[src/rtl/inst_fifo.sv]
// Instruction queue between icache return and decode: 0-2 pushes and 0-2 pops per cycle.
// Optional same-cycle bypass into the head ports when empty: define INST_FIFO_BYPASS_EN.
module inst_fifo #(
    parameter int DEPTH = 16,
    parameter int PTR_W = 4
) (
    input  logic             clk,
    input  logic             reset,
    input  logic             flush,
    input  logic [1:0]       push_valid,
    input  logic [31:0]      push_inst0,
    input  logic [31:0]      push_pc0,
    input  logic [31:0]      push_inst1,
    input  logic [31:0]      push_pc1,
    output logic             push_accept,
    input  logic [1:0]       pop_cnt,
    output logic             head0_valid,
    output logic [31:0]      head0_inst,
    output logic [31:0]      head0_pc,
    output logic             head1_valid,
    output logic [31:0]      head1_inst,
    output logic [31:0]      head1_pc,
    output logic [PTR_W:0]   count,
    output logic             fifo_full,
    output logic             fifo_1_left,
    output logic             fifo_2_left
);

    localparam logic [PTR_W:0] DEPTH_C = (PTR_W+1)'(DEPTH);

    logic [31:0]      inst_q [DEPTH];
    logic [31:0]      pc_q   [DEPTH];
    logic [PTR_W-1:0] rd_ptr_q, rd_ptr_d;
    logic [PTR_W-1:0] wr_ptr_q, wr_ptr_d;
    logic [PTR_W:0]   count_q, count_d;

    logic [1:0]       n_push, pop_req, n_pop, n_store;
    logic [PTR_W:0]   free_slots;
    logic             accept, byp;
    logic             wr0_en, wr1_en;
    logic [31:0]      wr0_inst, wr0_pc;
    logic [PTR_W-1:0] rd_p1, wr_p1;

    assign rd_p1 = rd_ptr_q + PTR_W'(1);
    assign wr_p1 = wr_ptr_q + PTR_W'(1);

    always_comb begin
        n_push = 2'd0;
        case (push_valid)
            2'b01:   n_push = 2'd1;
            2'b11:   n_push = 2'd2;
            default: n_push = 2'd0;
        endcase
        pop_req    = (pop_cnt == 2'd3) ? 2'd2 : pop_cnt;
        // Room is judged on the pre-pop occupancy; a same-cycle pop never makes space.
        free_slots = DEPTH_C - count_q;
        accept     = !reset && !flush && (n_push != 2'd0)
                     && (free_slots >= {{(PTR_W-1){1'b0}}, n_push});
    end

`ifdef INST_FIFO_BYPASS_EN
    assign byp = !reset && !flush && (n_push != 2'd0) && (count_q == '0);
`else
    assign byp = 1'b0;
`endif

    always_comb begin
        if (byp) begin
            n_pop = (pop_req < n_push) ? pop_req : n_push;
        end else if ({{(PTR_W-1){1'b0}}, pop_req} <= count_q) begin
            n_pop = pop_req;
        end else begin
            n_pop = count_q[1:0];
        end

        n_store  = accept ? (byp ? n_push - n_pop : n_push) : 2'd0;
        wr0_en   = (n_store != 2'd0);
        wr1_en   = (n_store == 2'd2);
        // A bypassed word0 consumed by decode leaves word1 as the oldest stored entry.
        wr0_inst = (byp && n_pop == 2'd1) ? push_inst1 : push_inst0;
        wr0_pc   = (byp && n_pop == 2'd1) ? push_pc1   : push_pc0;

        if (flush) begin
            rd_ptr_d = '0;
            wr_ptr_d = '0;
            count_d  = '0;
        end else begin
            wr_ptr_d = wr_ptr_q + PTR_W'(n_store);
            rd_ptr_d = byp ? rd_ptr_q : rd_ptr_q + PTR_W'(n_pop);
            count_d  = count_q + (PTR_W+1)'(n_store) - (byp ? '0 : (PTR_W+1)'(n_pop));
        end
    end

    always_ff @(posedge clk or posedge reset) begin
        if (reset) begin
            rd_ptr_q <= '0;
            wr_ptr_q <= '0;
            count_q  <= '0;
        end else begin
            rd_ptr_q <= rd_ptr_d;
            wr_ptr_q <= wr_ptr_d;
            count_q  <= count_d;
        end
    end

    always_ff @(posedge clk or posedge reset) begin
        if (reset) begin
            for (int i = 0; i < DEPTH; i++) begin
                inst_q[i] <= '0;
                pc_q[i]   <= '0;
            end
        end else begin
            if (wr0_en) begin
                inst_q[wr_ptr_q] <= wr0_inst;
                pc_q[wr_ptr_q]   <= wr0_pc;
            end
            if (wr1_en) begin
                inst_q[wr_p1] <= push_inst1;
                pc_q[wr_p1]   <= push_pc1;
            end
        end
    end

    always_comb begin
        head0_valid = 1'b0;
        head0_inst  = '0;
        head0_pc    = '0;
        head1_valid = 1'b0;
        head1_inst  = '0;
        head1_pc    = '0;
        if (byp) begin
            head0_valid = 1'b1;
            head0_inst  = push_inst0;
            head0_pc    = push_pc0;
            if (n_push == 2'd2) begin
                head1_valid = 1'b1;
                head1_inst  = push_inst1;
                head1_pc    = push_pc1;
            end
        end else begin
            if (count_q >= (PTR_W+1)'(1)) begin
                head0_valid = 1'b1;
                head0_inst  = inst_q[rd_ptr_q];
                head0_pc    = pc_q[rd_ptr_q];
            end
            if (count_q >= (PTR_W+1)'(2)) begin
                head1_valid = 1'b1;
                head1_inst  = inst_q[rd_p1];
                head1_pc    = pc_q[rd_p1];
            end
        end
    end

    assign push_accept = accept;
    assign count       = count_q;
    assign fifo_full   = (count_q == DEPTH_C);
    assign fifo_1_left = (count_q == DEPTH_C - (PTR_W+1)'(1));
    assign fifo_2_left = (count_q == DEPTH_C - (PTR_W+1)'(2));

endmodule
[config.mk]
export PLATFORM = sky130hd
export DESIGN_NAME = inst_fifo
export DESIGN_NICKNAME = d
export VERILOG_FILES = /design/src/rtl/inst_fifo.sv
export SDC_FILE = /design/constraint.sdc
export NUM_CORES = 2
export LEC_CHECK = 0
export CAP_MARGIN = 25
export CORE_UTILIZATION = 60
export CTS_CLUSTER_DIAMETER = 150
export DETAILED_ROUTE_END_ITERATION = 7
export HOLD_SLACK_MARGIN = 0.05
export PLACE_DENSITY = 0.8
export SYNTH_ARGS = -nofsm -noshare
export SYNTH_HDL_FRONTEND = slang
export SYNTH_SLANG_ARGS = --single-unit
[constraint.sdc]
create_clock -name clk -period 85.5 [get_ports clk]
set_input_delay 25.65 -clock clk [delete_from_list [all_inputs] [get_ports clk]]
set_output_delay 25.65 -clock clk [all_outputs]
set_load 0.02 [all_outputs]
======== After elaboration in Yosys (flattened, before gate mapping) ========
Cells that the tools add are included.
storage, ports and cells
  logic and storage cells ................. 109
  flip-flop bits (word level) ............. 1037
  output and inout port bits .............. 139
  input bits .............................. 135
operators by class
  add/subtract/negate cells ............... 7
  bitwise operators ....................... 4
  mux-type cells .......................... 37
  $lt $le $gt $ge ......................... 10
  equal/unequal tests ..................... 7
  reductions and logical operators ........ 9
operators by type and width
  kind                                                                          count
  512-bit bitwise mux                                                           4
  512-bit two-way mux                                                           4
  32-bit binary-select mux with 4-bit select                                    4
  32-bit two-way mux                                                            14
  32-bit demux with 4-bit select                                                2
  5-bit >= comparator, second input constant                                    4
  4-bit NOT with 5-bit output                                                   4
  5-bit by 4-bit equality test with 1-bit output, second input constant         2
  5-bit by 1-bit less-than comparator with 1-bit output, second input constant  2
  4-bit by 1-bit adder with 4-bit output, second input constant                 2
  4-bit by 2-bit adder with 4-bit output                                        2
  4-bit two-way mux                                                             2
  2-bit equality test, second input constant                                    3
  2-bit two-way mux                                                             3
  5-bit by 2-bit adder with 5-bit output                                        1
  5-bit equality test, second input constant                                    1
  5-bit by 1-bit >= comparator with 1-bit output, second input constant         1
  5-bit by 2-bit >= comparator with 1-bit output                                1
  5-bit by 2-bit >= comparator with 1-bit output, second input constant         1
  2-bit by 5-bit less-or-equal comparator with 1-bit output                     1
  1-bit logical AND                                                             5
  5-bit two-way mux                                                             1
  5-bit by 2-bit subtractor with 5-bit output                                   1
  5-bit subtractor, first input constant                                        1
  5 further kinds                                                               8

======== Longest topological paths before layout ========
  depth in word-level cells ............... 10
  depth in mapped cells ................... 22
  gate-level depth less buffers ........... 19

======== Worst setup path before layout ========
OpenSTA, ideal clock, no wires.
  kind .................................... input to output
  from .................................... in push_valid[0]
  to ...................................... out push_accept
  arrival time ............................ 27293 ps
  cell stages on the path ................. 8
  path slack .............................. 32557 ps
  required time ........................... 59850 ps
  path buffers ............................ 2
  cells stage by stage .................... nor2b_1 -> ha_1 -> nor2b_1 -> o211ai_4 -> nor2_2 -> buf_2 -> clkbuf_1 -> nor2_1
between the ends
  cells in the longest elaborated chain, start to end .. 5
  elaborated cells between the ends (all ways) .. 7
  those cells by class .................... order compare (1); eq/ne (2); mux (1); reduce/logical (3)
RTL lines
  item                                                                                                    line  RTL
  start, declared                                                                                         10    input logic [1:0] push_valid,
  2-bit equality test / 2-bit by 1-bit equality test with 1-bit output (equally long branches)            49    case (push_valid)
  2-bit case mux with 2 select lines *                                                                    49
  parallel branches: the longest is 2 deep, another holds 5-bit by 2-bit >= comparator with 1-bit output  -
  1-bit logical AND *                                                                                     58    && (free_slots >= {{(PTR_W-1){1'b0}}, n_push});
  end, declared                                                                                           15    output logic push_accept,
Every way passes the cells marked *.

======== Worst setup path after layout ========
Same ends and word-level chain as after synthesis.

==> run_results.csv <==
group,metric,value,unit
die,io_pins,274,
cells_and_area,drive_above_1_share,0.183,
cts,cts_tree,"built",
global_routing,grt_pass1_wl,356000,um
synthesis,syn_nets,5450,
routing,drt-pass1-iter-count,8,
cts,ctsResizeCount,0,
placed_design,routabilityCongestion,0.917,
global_routing,grt_max_degree,184,
global_routing,grt_usage,0.479,
setup_path,cp_common_cell,"clkdlybuf4s50_1",
synthesis,synth_flop_cell,"dfrtp_1",
cts,htreeDepth,3,
routing,drt_wl_total,244000,um
setup_path,cp.buffers_inverters,3,
synthesis,synth_area_leader_cell,"dfrtp_1",
setup_path,crit_type,"primary input to output port",
routing,drt_iter0_markers,10700,
sta,relSlewSlack,0.172,
sta,tightest_slew,1240,ps
sta,clock_skew,43.0,ps
routing,wl_met2,97300,um
cells_and_area,syn2layout_area_growth,12.4,%
setup_path,cp.required,59850,ps
setup_path,crit_family,"buffers and inverters",
setup_path,cp_slowest_cell,"clkdlybuf4s50_1",
cells_and_area,final_area,67400,um^2
synthesis,async_reset_ff_frac,1.00,
sta,rsz0062_at_grt,"false",
sta,fmax,18.5,MHz
power_and_ir_drop,powerDensity,28.4,nW/um^2
routing,dr.max_layer_used,"met5",
setup_path,cp.arrival,28470,ps
synthesis,synth_common_cells,"1037 x dfrtp_1, 780 x nor2_1, 576 x mux4_2",
power_and_ir_drop,p_total,1910,uW
power_and_ir_drop,leakagePower,0.0268,uW
synthesis,syn-cell-area,59900,um^2
synthesis,yosysMostFrequentCell,"dfrtp_1",
synthesis,synth_cells,5288,
synthesis,syn_avg_cell_area,11.3,um^2
setup_path,regToRegSetupSlack,79290,ps
synthesis,ys_ff_latch,1037,
die,start_util,0.607,
synthesis,synthTopCellsByArea,"dfrtp_1 43%, mux4_2 22%, o2bb2ai_1 6.5%",
setup_path,slowest_delay,690,ps
job,maxCapViolCount,0,
hold_path,min-delay-path-class,"register to register",
cells_and_area,final_nets,5354,
placed_design,portBuffers,273,
power_and_ir_drop,peakVddDrop,0.0546,mV
setup_path,critPathLaunchType,"primary input",
cts,clock-root-buffer,"clkbuf_16",
routing,met1Wirelength,75700,um
synthesis,yosys.cell_types.count,63,
setup_path,cp-end-kind,"output port",
cells_and_area,fin_util,0.682,
cells_and_area,fillers,6828,
sta,maxSlewViolCount,0,
run_status,violations,"design-rule violations",
sta,period_needed,54120,ps
routing,wl_per_cell,36.9,um
sta,tns,0,ps
global_routing,grt_pass1_vias,54900,
placed_design,placed_cell_area,63200,um^2
setup_path,critPathMaxFanout,9,
die,dieArea,101000,um^2
sta,hold_viol,0,
setup_path,crit_path_cell_trace,"clkdlybuf4s50_1 > nand2_1 > ha_1 > inv_1 > o211ai_4 > nor2_4 > nor2_1 > clkdlybuf4s50_1",
sta,setup_violations,0,
placed_design,hpwl,126000,um
global_routing,antenna_found_initial,22,
routing,viasPerCell,8.30,
die,core.rowCount,115,
synthesis,synth_edf_count,0,
sta,finalCritPeriodShare,0.633,
cts,clock_latency,760,ps
global_routing,overflow,0,
cts,post-cts-setup-buffer-count,0,
routing,drcViolationCount,43,
cts,postCtsHoldBufs,0,
routing,ant_nets,0,
cts,cts.sinks,1037,
die,die_w,318,um
die,die_y,318,um
cts,cts_buffers,110,
routing,route.vias.total,54700,
routing,dr_wl_met3,48900,um
run_status,status,"complete, but fails checks",
synthesis,synth_warnings,0,
die,coreArea,98700,um^2
synthesis,yosysSeqAreaShare,0.433,
cts,cts.path.max_buffers,3,
cts,clk_pin_slew,60,ps
synthesis,synth_top_area_share,0.433,
## flip-flops by register name (all words and copies together) (netlist names)
name and count:
count 5, rd_ptr_q 4, inst_q 512, wr_ptr_q 4
pc_q 512
## cells in the final DEF, fill, tap and decap left out, types with 5 or more instances in the layout
cell,instances
clkbuf_1,22
a21oi_1,284
o21ai_0,66
o21ai_4,7
diode_2,20
clkinv_2,23
inv_1,17
a22oi_2,10
a31oi_1,236
nand2_1,356
nand3_1,68
mux2i_1,21
dfrtp_4,6
ha_1,22
mux4_2,576
a22oi_1,310
o2bb2ai_1,448
a2bb2oi_1,64
buf_4,106
clkbuf_8,31
buf_16,11
nor3_1,5
and3_1,5
nor2_1,780
clkdlybuf4s50_1,273
dfrtp_1,1031
nor2b_1,79
a221oi_1,124
bufinv_16,10
a21oi_2,7
and2_1,68
clkbuf_16,110
buf_12,11
nand3_4,8
## kinds of logic after synthesis
family	Yosys count	share of synthesized area
flip-flops	1037	0.433
multiplexers	599	0.220
AO/OA/AOI/OAI	1590	0.196
XOR/XNOR	8	0.00148
buffers and inverters	627	0.0443
adder cells (fa/ha/maj)	27	0.00614
AND/OR/NAND/NOR	1400	0.0988
## layout make-up
type | instances | area, um^2 | area share
well taps | 1287 | 1610 | 0.0239
clock buffers | 163 | 3260 | 0.0484
inverters | 18 | 75.1 | 0.00111
flip-flops and latches | 1037 | 26000 | 0.386
clock inverters | 44 | 592 | 0.00879
multi-input cells | 3624 | 31700 | 0.471
diodes | 20 | 50.0 | 0.000743
repair buffers | 401 | 4050 | 0.0602
## through the flow
stage	setup slack [ps]	hold WS [ps]	std cells
2_1_floorplan	30560	468	5288
3_3_place_gp	31530	484	6350
3_5_place_dp	31510	489	6356
4_1_cts	31500	508	6563
5_1_grt	31330	517	6583
6_report	31380	505	6594
## path summary, 6_finish.rpt
path	startpoint	cells after the start	end
setup reg to reg	count[0]	12	inst_q[158]
min in group asynchronous	reset	2	inst_q[227]
max in group asynchronous	reset	5	inst_q[339]
setup / recovery	push_valid[0]	8	push_accept
hold / removal	inst_q[276]	1	inst_q[276]
hold reg to reg	inst_q[276]	1	inst_q[276]
## metal layers
layer / up-vias / global-route usage
met5: - / 0.0137
li1: 20200 / -
met2: 6338 / 0.640
met1: 26300 / 0.596
met3: 1884 / 0.257
met4: 14 / 0.326
## where the power goes
| part | internal, uW | switching [uW] | total (uW) |
|---|---|---|---|
| logic | 351 | 442 | 792 |
| registers | 539 | 63.1 | 602 |
| clock network | 296 | 220 | 516 |
Power figures use the tool's default switching activity.
